## src/rtl/dump_pulse_monitor_if.sv

```systemverilog
// ---------------------------------------------------------------------------
// dump_pulse_monitor_if
//   Groups the dump-pulse monitor's stimulus and status signals.
//   master : drives dumpon/arm, observes status (pulse generator / controller side)
//   slave  : the monitor itself
//   Signals:
//     dumpon      dump pulse under test
//     arm         start one monitoring window
//     busy        monitor not in IDLE
//     done        one-cycle strobe at end of a window
//     rx_enable   receiver gate after a clean pulse
//     width       last measured high width (CNT_W bits)
//     err_short   last pulse shorter than the legal window
//     err_long    last pulse longer than the legal window
//     err_timeout no rise in time, or pulse stuck high
// ---------------------------------------------------------------------------
interface dump_pulse_monitor_if #(
  parameter int CNT_W = 8
);
  logic             dumpon;
  logic             arm;
  logic             busy;
  logic             done;
  logic             rx_enable;
  logic [CNT_W-1:0] width;
  logic             err_short;
  logic             err_long;
  logic             err_timeout;

  modport master (
    output dumpon, arm,
    input  busy, done, rx_enable, width, err_short, err_long, err_timeout
  );

  modport slave (
    input  dumpon, arm,
    output busy, done, rx_enable, width, err_short, err_long, err_timeout
  );
endinterface

```

## src/rtl/dump_pulse_monitor.sv

```systemverilog
// ---------------------------------------------------------------------------
// dump_pulse_monitor
//   Receive-side checker for the Q-dump pulse. Once armed it waits for a
//   dumpon rising edge, measures the high width in clk cycles, checks it
//   against [MIN_W, MAX_W], blanks for BLANK_CYC cycles and then opens
//   rx_enable only if the pulse was legal.
//   Ports:
//     clk    system clock (rising edge)
//     reset  asynchronous, active-low
//     bus    dump_pulse_monitor_if.slave (dumpon/arm in, status out)
// ---------------------------------------------------------------------------
module dump_pulse_monitor #(
  parameter int CNT_W     = 8,
  parameter int MIN_W     = 16,
  parameter int MAX_W     = 22,
  parameter int BLANK_CYC = 8,
  parameter int TIMEOUT   = 200
) (
  input logic                clk,
  input logic                reset,
  dump_pulse_monitor_if.slave bus
);

  typedef enum logic [1:0] {
    ST_IDLE      = 2'd0,
    ST_WAIT_RISE = 2'd1,
    ST_HIGH      = 2'd2,
    ST_BLANK     = 2'd3
  } state_t;

  localparam logic [CNT_W-1:0] CNT_ZERO  = CNT_W'(0);
  localparam logic [CNT_W-1:0] CNT_ONE   = CNT_W'(1);
  localparam logic [CNT_W-1:0] CNT_TO    = CNT_W'(TIMEOUT - 1);
  localparam logic [CNT_W-1:0] CNT_BLANK = CNT_W'(BLANK_CYC - 1);
  localparam logic [CNT_W-1:0] LIM_MIN   = CNT_W'(MIN_W);
  localparam logic [CNT_W-1:0] LIM_MAX   = CNT_W'(MAX_W);

  state_t           state_r, state_n;
  logic [CNT_W-1:0] cnt_r, cnt_n;
  logic [CNT_W-1:0] width_r, width_n;
  logic             dumpon_d_r;
  logic             done_r, done_n;
  logic             rx_en_r, rx_en_n;
  logic             err_short_r, err_short_n;
  logic             err_long_r, err_long_n;
  logic             err_to_r, err_to_n;
  logic             rise_s;

  assign rise_s = bus.dumpon & ~dumpon_d_r;

  // State and status registers; dumpon_d resets high so a pulse already
  // high at reset release never looks like a rising edge.
  always_ff @(posedge clk or negedge reset) begin
    if (!reset) begin
      state_r     <= ST_IDLE;
      cnt_r       <= CNT_ZERO;
      width_r     <= CNT_ZERO;
      dumpon_d_r  <= 1'b1;
      done_r      <= 1'b0;
      rx_en_r     <= 1'b0;
      err_short_r <= 1'b0;
      err_long_r  <= 1'b0;
      err_to_r    <= 1'b0;
    end else begin
      state_r     <= state_n;
      cnt_r       <= cnt_n;
      width_r     <= width_n;
      dumpon_d_r  <= bus.dumpon;
      done_r      <= done_n;
      rx_en_r     <= rx_en_n;
      err_short_r <= err_short_n;
      err_long_r  <= err_long_n;
      err_to_r    <= err_to_n;
    end
  end

  // Next-state and next-output logic for the measurement window.
  always_comb begin
    state_n     = state_r;
    cnt_n       = cnt_r;
    width_n     = width_r;
    done_n      = 1'b0;
    rx_en_n     = rx_en_r;
    err_short_n = err_short_r;
    err_long_n  = err_long_r;
    err_to_n    = err_to_r;

    case (state_r)
      ST_IDLE: begin
        // width deliberately survives a new arm; it is only replaced by a
        // fresh measurement.
        if (bus.arm) begin
          state_n     = ST_WAIT_RISE;
          cnt_n       = CNT_ZERO;
          rx_en_n     = 1'b0;
          err_short_n = 1'b0;
          err_long_n  = 1'b0;
          err_to_n    = 1'b0;
        end else begin
          state_n = ST_IDLE;
        end
      end

      ST_WAIT_RISE: begin
        if (rise_s) begin
          // The rising sample itself is the first high cycle.
          state_n = ST_HIGH;
          cnt_n   = CNT_ONE;
        end else if (cnt_r == CNT_TO) begin
          state_n  = ST_IDLE;
          err_to_n = 1'b1;
          done_n   = 1'b1;
        end else begin
          cnt_n = cnt_r + CNT_ONE;
        end
      end

      ST_HIGH: begin
        if (bus.dumpon) begin
          if (cnt_r == CNT_TO) begin
            state_n  = ST_IDLE;
            err_to_n = 1'b1;
            width_n  = cnt_r + CNT_ONE;
            done_n   = 1'b1;
          end else begin
            cnt_n = cnt_r + CNT_ONE;
          end
        end else begin
          state_n     = ST_BLANK;
          cnt_n       = CNT_ZERO;
          width_n     = cnt_r;
          err_short_n = (cnt_r < LIM_MIN);
          err_long_n  = (cnt_r > LIM_MAX);
        end
      end

      ST_BLANK: begin
        // dumpon is ignored here; the window ends after a fixed dwell.
        if (cnt_r == CNT_BLANK) begin
          state_n = ST_IDLE;
          done_n  = 1'b1;
          rx_en_n = ~(err_short_r | err_long_r);
        end else begin
          cnt_n = cnt_r + CNT_ONE;
        end
      end

      default: begin
        state_n = ST_IDLE;
        cnt_n   = CNT_ZERO;
      end
    endcase
  end

  assign bus.busy        = (state_r != ST_IDLE);
  assign bus.done        = done_r;
  assign bus.rx_enable   = rx_en_r;
  assign bus.width       = width_r;
  assign bus.err_short   = err_short_r;
  assign bus.err_long    = err_long_r;
  assign bus.err_timeout = err_to_r;

endmodule
```

## src/flat_wrapper.sv

```systemverilog
// flat-port wrapper written by rule: the top's interface ports become plain ports
module dump_pulse_monitor_flat 
#(
  parameter int CNT_W     = 8,
  parameter int MIN_W     = 16,
  parameter int MAX_W     = 22,
  parameter int BLANK_CYC = 8,
  parameter int TIMEOUT   = 200
)
  (clk, reset, bus_dumpon, bus_arm, bus_busy, bus_done, bus_rx_enable, bus_width, bus_err_short, bus_err_long, bus_err_timeout);
  dump_pulse_monitor_if #(.CNT_W(CNT_W)) bus_i ();
  input logic clk;
  input logic reset;
  input wire logic [$bits(bus_i.dumpon)-1:0] bus_dumpon;
  input wire logic [$bits(bus_i.arm)-1:0] bus_arm;
  output wire logic [$bits(bus_i.busy)-1:0] bus_busy;
  output wire logic [$bits(bus_i.done)-1:0] bus_done;
  output wire logic [$bits(bus_i.rx_enable)-1:0] bus_rx_enable;
  output wire logic [$bits(bus_i.width)-1:0] bus_width;
  output wire logic [$bits(bus_i.err_short)-1:0] bus_err_short;
  output wire logic [$bits(bus_i.err_long)-1:0] bus_err_long;
  output wire logic [$bits(bus_i.err_timeout)-1:0] bus_err_timeout;
  assign bus_i.dumpon = bus_dumpon;
  assign bus_i.arm = bus_arm;
  assign bus_busy = bus_i.busy;
  assign bus_done = bus_i.done;
  assign bus_rx_enable = bus_i.rx_enable;
  assign bus_width = bus_i.width;
  assign bus_err_short = bus_i.err_short;
  assign bus_err_long = bus_i.err_long;
  assign bus_err_timeout = bus_i.err_timeout;
  dump_pulse_monitor #(.CNT_W(CNT_W), .MIN_W(MIN_W), .MAX_W(MAX_W), .BLANK_CYC(BLANK_CYC), .TIMEOUT(TIMEOUT)) u_core (.clk(clk), .reset(reset), .bus(bus_i));
endmodule
```

## config.mk

```make
export PLATFORM = sky130hd
export DESIGN_NAME = dump_pulse_monitor_flat
export DESIGN_NICKNAME = d
export VERILOG_FILES = /design/src/rtl/dump_pulse_monitor_if.sv /design/src/rtl/dump_pulse_monitor.sv /design/src/flat_wrapper.sv
export SDC_FILE = /design/constraint.sdc
export NUM_CORES = 1
export LEC_CHECK = 0
export ABC_AREA = 1
export BUFFER_PORTS_ARGS = -buffer_cell sky130_fd_sc_hd__buf_2
export CAP_MARGIN = 20
export CELL_PAD_IN_SITES_DETAIL_PLACEMENT = 0
export CELL_PAD_IN_SITES_GLOBAL_PLACEMENT = 1
export CORE_MARGIN = 4
export CORE_UTILIZATION = 40
export CTS_CLUSTER_DIAMETER = 100
export DETAILED_ROUTE_END_ITERATION = 6
export GPL_TIMING_DRIVEN = 0
export HOLD_SLACK_MARGIN = 0.02
export PLACE_DENSITY_LB_ADDON = 0.1
export SLEW_MARGIN = 0
export SYNTH_ARGS = -nofsm -noshare
export SYNTH_HDL_FRONTEND = slang
export SYNTH_SLANG_ARGS = --single-unit
```

## constraint.sdc

```tcl
create_clock -name clk -period 2.7 [get_ports clk]
set_input_delay 0.27 -clock clk [delete_from_list [all_inputs] [get_ports clk]]
set_output_delay 0.27 -clock clk [all_outputs]
set_load 0.005 [all_outputs]
```

; ---- Word-level counts from Yosys, hierarchy flattened
; Index checks and enable logic that the tools add are counted.
[op_classes]
reduce_logical = 10
n_eq_ne = 12
addsub = 1
n_bitwise = 4
n_lt_le_gt_ge = 2
muxes = 30
[op_table]
columns = op, count
row1 = $mux W8, 7
row2 = $pmux W8 S4, 1
row3 = $mux W1, 12
row4 = $ne A2 B2 Y1 const B, 5
row5 = $add A8 B1 Y8 const B, 1
row6 = $eq A8 B3 Y1 const B, 1
row7 = $eq A8 B8 Y1 const B, 1
row8 = $gt A8 B5 Y1 const B, 1
row9 = $lt A8 B5 Y1 const B, 1
row10 = $mux W2, 4
row11 = $pmux W2 S4, 1
row12 = $pmux W1 S2, 3
row13 = $pmux W1 S3, 2
row14 = $reduce_and A3 Y1, 2
row15 = $reduce_bool A2 Y1, 3
row16 = $eq A2 B2 Y1 const B, 2
row17 = $ne A2 B1 Y1 const B, 2
row18 = $reduce_and A2 Y1, 2
row19 = $reduce_and A4 Y1, 1
row20 = $reduce_bool A3 Y1, 1
row21 = $eq A2 B1 Y1 const B, 1
row22 = $logic_not A2 Y1, 1
row23 = $not A1 Y1, 2
row24 = $and A1 B1 Y1, 1
row25 = $or A1 B1 Y1, 1
[word_totals]
word_cells = 68
regBits = 24

; ---- Logic depth before layout (Yosys ltp)
; Gate-level depths: netlist of run 1.
[logic_depth]
ltp_word = 4
mapped_depth = 10
ltp_nobuf = 10

; ---- Least setup slack after synthesis of run 1
; Ideal clock, no wire load.
[synth_timing]
kind = reg-to-reg
startpoint = reg u_core.cnt_r[0]
endpoint = reg u_core.width_r[5] (netlist: u_core.bus.width[5])
setup_slack_ps = 1215
period_less_slack_ps = 1485
n_path_buf = 0
arrival_time_ps = 1373
stages_incl_launch_ff = 10
required_ps = 2587
cell_sequence = dfrtp_1 > ha_1 > nand2_2 > clkinv_2 > nand2_4 > nor2_4 > o21ai_4 > nand2_1 > nand2_1 > inv_1
[synth_via]
elab_chain_len = 3
[synth_lines]
columns = element, line_no
row1 = start: declaration, dump_pulse_monitor.sv:39  ; logic [CNT_W-1:0] cnt_r, cnt_n;
row2 = start signal: assignment, dump_pulse_monitor.sv:66  ; cnt_r <= cnt_n;
row3 = $add A8 B1 Y8 / $eq A8 B8 Y1 (equally long branches), "dump_pulse_monitor.sv:123, dump_pulse_monitor.sv:120"
row4 = $mux W8 / $ne A2 B1 Y1 (equally long branches), --
row5 = $mux W8 / $reduce_and A2 Y1 (equally long branches), --
row6 = end signal: assignment, dump_pulse_monitor.sv:67  ; width_r <= width_n;
row7 = end: declaration, dump_pulse_monitor.sv:40  ; logic [CNT_W-1:0] width_r, width_n;
; Parallel ways exist; a longest one is shown, timed or not. The select of a mux whose other input is x is not followed.
; A chain may end at the register's enable or synchronous reset.

; ---- Worst setup path after layout of run 1
[layout_timing]
startpoint = reg u_core.state_r[0]
endpoint = out bus_busy
[layout_via]
elab_chain_len = 1
[layout_lines]
columns = element, line_no
row1 = start: declaration, dump_pulse_monitor.sv:38  ; state_t state_r, state_n;
row2 = start signal: assignment, dump_pulse_monitor.sv:65  ; state_r <= state_n;
row3 = $reduce_bool A2 Y1, dump_pulse_monitor.sv:155  ; assign bus.busy = (state_r != ST_IDLE);
row4 = end: declaration, flat_wrapper.sv:16  ; output wire logic [$bits(bus_i.busy)-1:0] bus_busy;
; Every way passes these cells.

==> results of run 1 <==
## repair_timing
| item | 4_1_cts | 5_1_grt |
|---|---|---|
| setup buffers | 0 | 0 |
| hold buffers | 1 | 0 |
| hold endpoints to repair | 23 | 0 |
## where the power goes
group | switching [µW] | leakage (µW) | internal [µW]
logic | 385 | 0.000609 | 238
clock network | 122 | 0.0000288 | 131
registers | 82.9 | 0.000316 | 457
## cell type report
cell class                      count  area (µm²)  share of cell area
Buffer                              2        18.8              0.0108
Clock buffer                        4        55.1              0.0318
Inverter                           24        91.3              0.0528
Multi-Input combinational cell    151         808               0.467
Sequential cell                    24         602               0.348
Tap cell                           48        60.1              0.0347
Timing Repair Buffer               18        95.1              0.0550
## cells by family after synthesis
kind of cell | Yosys count | synth area share
AND/OR/NAND/NOR | 114 | 0.341
AO/OA/AOI/OAI | 26 | 0.113
buffers and inverters | 26 | 0.0724
flip-flops | 24 | 0.396
adder cells (fa/ha/maj) | 6 | 0.0494
XOR/XNOR | 5 | 0.0288
## synth_stat cells
library cell and instances:
a21boi_0 1, a21o_1 1, a21oi_1 2, a22oi_1 1, buf_4 1, buf_6 1, clkinv_1 1, clkinv_2 1
dfrtp_1 23, dfstp_2 1, ha_1 6, inv_1 17, inv_2 5, nand2_1 75, nand2_2 7, nand2_4 1
nand3_1 16, nor2_1 8, nor2_2 2, nor2_4 3, nor2_8 1, nor3_1 1, o211ai_1 2, o21ai_0 8
o21ai_1 7, o21ai_2 1, o21ai_4 2, o31ai_1 1, xnor2_1 2, xor2_1 3
## sequential cells by signal, indices dropped and copies added, names as in the netlist
name / flops
u_core.dumpon_d_r: 1
u_core.bus.err_timeout: 1
u_core.cnt_r: 8
u_core.bus.rx_enable: 1
u_core.bus.width: 8
u_core.bus.err_long: 1
u_core.state_r: 2
u_core.bus.done: 1
u_core.bus.err_short: 1
## per-stage QoR
stage                     power (µW)  cell area [µm²]
final                           1410             1730
after global routing            1540             1730
after CTS                       1430             1730
after detailed placement        1170             1670
after global placement          1160             1670
after floorplan                  966             1520
## path summary, 6_finish.rpt
| kind | start | end | slack, ns | depth (start not counted) |
|---|---|---|---|---|
| max | u_core.state_r[0]$_DFFE_PN0P_ | bus_busy | 0.97 | 4 |
| min | bus_dumpon | u_core.dumpon_d_r$_DFF_PN1_ | 0.1 | 1 |
| max reg2reg | u_core.cnt_r[0]$_DFFE_PN0P_ | u_core.cnt_r[1]$_DFFE_PN0P_ | 0.98 | 9 |
| min reg2reg | u_core.bus.rx_enable$_DFFE_PN0P_ | u_core.bus.rx_enable$_DFFE_PN0P_ | 0.48 | 2 |
| max in group asynchronous | reset | u_core.dumpon_d_r$_DFF_PN1_ | 1.82 | 2 |
| min in group asynchronous | reset | u_core.bus.width[2]$_DFFE_PN0P_ | 0.51 | 2 |
## critical path, cell delays in order (launching register included)
cell and delay, ns:
dfrtp_1 0.44, inv_1 0.10, ha_1 0.19, clkinv_1 0.24
buf_2 0.21
## metal layers
layer	track usage	up-vias	routed length, µm
met5	0	-	0
met4	0.0511	0	51
met3	0.0232	5	153
met2	0.240	26	1510
met1	0.209	591	1650
li1	-	672	-
==> flow_metrics.env, run 1 <==
export IMPL_status="finished clean"
export IMPL_cts_tree="yes"
export IMPL_power_density_nw_per_um2=817
export IMPL_pre_cts_slack_ns=0.993
export IMPL_crit_path_end_kind="output pin"
export IMPL_grt_max_degree=25
export IMPL_vias=1294
export IMPL_cts_sinks=24
export IMPL_antenna_found_initial=0
export IMPL_setup_viol=0
export IMPL_ys_types=30
export IMPL_clk_latency_ns=0.27
export IMPL_clock_fmax_mhz=577
export IMPL_dr_pass1_iters=4
export IMPL_fillers=381
export IMPL_worst_ep_required_time_ns=2.43
export IMPL_finalCritPeriodShare=0.642
export IMPL_layout_drive_gt1_share=0.211
export IMPL_crit_fanout=8
export IMPL_worstSetupPathType="reg -> out"
export IMPL_cts_clk_slew_worst_paths_ns=0.09
export IMPL_peakVddDrop_uv=388
export IMPL_synth_seq_cells=24
export IMPL_start_util=0.415
export IMPL_skew_ns=0.00264
export IMPL_synth_top_area_cell="dfrtp_1"
export IMPL_finalNetCount=234
export IMPL_max_cap_viol_count=0
export IMPL_cts_buffers=3
export IMPL_dieArea_um2=4850
export IMPL_gp_congestion=0.848
export IMPL_syn_avg_cell_area_um2=7.56
export IMPL_die_y_um=69.7
export IMPL_final_cell_mix="75 x nand2_1, 23 x dfrtp_1, 17 x inv_1, 17 x buf_2, 16 x nand3_1"
export IMPL_cts_htree_levels=1
export IMPL_fp_dieW_um=69.7
export IMPL_synthesis_nets=211
export IMPL_seq_area_frac_synth=0.396
export IMPL_grt_pass1_vias=1294
export IMPL_drc=0
export IMPL_tightest_slew_ns=0.550
export IMPL_synth_warning_count=0
export IMPL_tns_ns=0
export IMPL_syn_area_um2=1520
export IMPL_min_period_ns=1.73
export IMPL_io_pins=18
export IMPL_rsz0062_at_grt="false"
export IMPL_routedWlPerCell_um=12.4
export IMPL_synthCells=201
export IMPL_port_buffers=17
export IMPL_layout_commonest_cell="nand2_1"
export IMPL_finalHoldViolCount=0
export IMPL_globalRouteOverflowTotal=0
export IMPL_fin_util=0.473
export IMPL_clk_path_buf_depth=2
export IMPL_cts_resized=0
export IMPL_fin_cells=271
export IMPL_maxSlewViolCount=0
export IMPL_slew_headroom=0.633
export IMPL_dpl_cell_count=266
export IMPL_drt_vias_per_instance=4.77
export IMPL_grt_util_all_layers=0.151
export IMPL_hold_class="in -> reg"
export IMPL_setup_ws_ns=0.967
export IMPL_hpwl_um=2640
export IMPL_holdWs_ns=0.0992
export IMPL_synth_top_area_frac=0.379
export IMPL_cp_arrival_ns=1.46
export IMPL_root_buffer="clkbuf_8"
export IMPL_grt_pass1_wl_um=6020
export IMPL_cp_start_kind="flip-flop"
export IMPL_n_antenna_cell=0
export IMPL_antenna_left=0
export IMPL_p_leak_uw=0.000954
export IMPL_area_growth_pct=13.8
export IMPL_wl_um=3360
export IMPL_fp_row_count=22
export IMPL_core_area_um2=3660
export IMPL_drt_initial_drc_count=53
export IMPL_synth_top_cells_by_area="dfrtp_1 38%, nand2_1 19%, nand3_1 5.3%"
No activity file was read; power rests on OpenSTA's default activity.
==> inputs of run 2 (changes only) <==
clock period = 1.6 ns   (was 2.7 ns; I/O delays follow)
==> run 2 against run 1 <==
Critical path depth increased by 5. First-iteration DRC count decreased by 32%. Global-route usage increased by 0.33 points. Critical path type is now reg -> reg. Register-to-register slack got worse by 0.87 ns. Cell count increased by 3.0%. Wire length increased by 2.7%. Flip-flop and latch count unchanged. Total power increased by 81%. Sequential power increased by 64%. Via count increased by 2.9%. Worst hold slack improved by 0.26 ns. Sequential share of layout area decreased by 1.7 points.
==> flow_metrics.env, run 2 (synthesis gave the netlist of run 1 again) <==
export IMPL_status="finished clean"
export IMPL_worstSetupPathType="reg -> reg"
export IMPL_slowest_stage="dfrtp_2"
export IMPL_core_area_um2=3660
export IMPL_antenna_found_initial=0
export IMPL_final_cell_mix="72 x nand2_1, 20 x dfrtp_1, 17 x buf_2"
export IMPL_cts_htree_levels=1
export IMPL_root_buffer="clkbuf_8"
export IMPL_wl_um=3450
export IMPL_stdcell_area_um2=1830
export IMPL_drt_vias_per_instance=4.77
export IMPL_antenna_left=0
export IMPL_cts_tree="yes"
export IMPL_rsz0062_at_grt="false"
export IMPL_setup_viol=0
export IMPL_crit_chain="ha_2 > nand2_2 > clkinv_2 > nand2_4 > nor2_4 > o21ai_4 > buf_4 > nand2_1 > nand2_1"
export IMPL_hpwl_um=2640
export IMPL_cp_arrival_ns=1.71
export IMPL_clk_path_buf_depth=2
export IMPL_drt_initial_drc_count=36
export IMPL_cp_start_kind="flip-flop"
export IMPL_min_period_ns=1.49
export IMPL_finalHoldViolCount=0
export IMPL_p_leak_uw=0.000984
export IMPL_dr_pass1_iters=4
export IMPL_clk_latency_ns=0.27
export IMPL_clock_fmax_mhz=669
export IMPL_drc=0
export IMPL_met3_usage=0.0232
export IMPL_area_growth_pct=20.4
export IMPL_grt_util_all_layers=0.155
export IMPL_layout_drive_gt1_share=0.294
export IMPL_maxSlewViolCount=0
export IMPL_cts_clk_slew_worst_paths_ns=0.09
export IMPL_hold_class="in -> reg"
export IMPL_slew_headroom=0.636
export IMPL_grt_util_met2=0.245
export IMPL_layout_commonest_cell="nand2_1"
export IMPL_grt_pass1_wl_um=6130
export IMPL_finalCritPeriodShare=0.934
export IMPL_io_pins=18
export IMPL_skew_ns=0.00229
export IMPL_port_buffers=17
export IMPL_n_antenna_cell=0
export IMPL_routedWlPerCell_um=12.4
export IMPL_cp_common_cell="nand2_1"
export IMPL_finalNetCount=242
export IMPL_gp_congestion=0.848
export IMPL_die_y_um=69.7
export IMPL_crit_path_max_incr_delay_ns=0.42
export IMPL_tightest_slew_ns=0.546
export IMPL_max_cap_viol_count=0
export IMPL_fillers=369
export IMPL_globalRouteOverflowTotal=0
export IMPL_fp_dieW_um=69.7
export IMPL_dpl_cell_area_um2=1670
export IMPL_grt_pass1_vias=1318
export IMPL_grt_met1_usage=0.216
export IMPL_crit_fanout=5
export IMPL_power_density_nw_per_um2=1400
export IMPL_peakVddDrop_uv=692
export IMPL_start_util=0.415
export IMPL_cts_buffers=3
export IMPL_vias=1332
export IMPL_grt_busiest_layer="met2"
export IMPL_dieArea_um2=4850
export IMPL_crit_path_end_kind="flip-flop"
export IMPL_cts_sinks=24
export IMPL_grt_max_degree=25
export IMPL_finalPower_uw=2560
export IMPL_fp_row_count=22
export IMPL_worst_ep_required_time_ns=1.82
-- run 2: changes by cell type in the layout (fill, tap and decap cells not counted), sizes merged --
cell | before | now
buf | 19 | 26
clkinv | 2 | 1
dlygate4sd3 | 1 | 2
inv | 22 | 23
-- run 2: layout make-up --
cell class              instances  area (µm²)  share of cell area
multi-input cells             151         840               0.459
well taps                      48        60.1              0.0328
inverters                      24        93.8              0.0513
repair buffers                 26         158              0.0861
flip-flops and latches         24         606               0.331
plain buffers                   2        18.8              0.0103
clock buffers                   4        55.1              0.0301
-- run 2: worst max-delay path, delay by kind of cell, from the launching register on --
family          cells  cell delay [ns]
flops               1             0.42
simple gates        5             0.40
buf+inv             2             0.24
fa+ha+maj           1             0.19
compound gates      1             0.18
-- run 2: metrics by stage --
step	worst slack [ns]	utilization	setup TNS [ns]	instances	hold WS [ns]
2_1_floorplan	0.115	-	0	201	-0.136
3_3_place_gp	-0.0802	0.455	-0.230	266	0.175
3_5_place_dp	-0.107	0.455	-0.319	266	0.186
4_1_cts	0.0383	0.488	0	277	0.408
5_1_grt	0.00684	0.500	0	279	0.402
6_report	0.106	0.500	0	279	0.356
-- run 2: worst paths after layout --
| kind | slack (ns) | endpoint | cells past startpoint | startpoint |
|---|---|---|---|---|
| worst max-delay path | 0.11 | u_core.bus.width[4]$_DFFE_PN0P_ | 9 | u_core.cnt_r[1]$_DFFE_PN0P_ |
| worst min-delay path | 0.36 | u_core.cnt_r[0]$_DFFE_PN0P_ | 6 | bus_arm |
| worst max register to register | 0.11 | u_core.bus.width[4]$_DFFE_PN0P_ | 9 | u_core.cnt_r[1]$_DFFE_PN0P_ |
| worst min register to register | 0.48 | u_core.bus.rx_enable$_DFFE_PN0P_ | 2 | u_core.bus.rx_enable$_DFFE_PN0P_ |
| max in group asynchronous | 0.81 | u_core.cnt_r[0]$_DFFE_PN0P_ | 2 | reset |
| min in group asynchronous | 0.40 | u_core.bus.err_timeout$_DFFE_PN0P_ | 2 | reset |
-- run 2: repair_timing --
item                                    4_1_cts  5_1_grt
hold buffers                                  2        0
endpoints found under the setup margin       17       15
buffers inserted                              5        2
endpoints found under the hold margin        24        0
pin swaps                                     1        1
resized for setup                             5       12
-- run 2: layer usage --
layer	vias up	share of wire
met2	26	0.46
met3	5	0.044
met1	614	0.48
met5	-	0
met4	0	0.014
li1	687	-
-- run 2: report_power, final --
part           switching (µW)  internal, µW
sequential                112           777
clock                     204           220
combinational             739           505
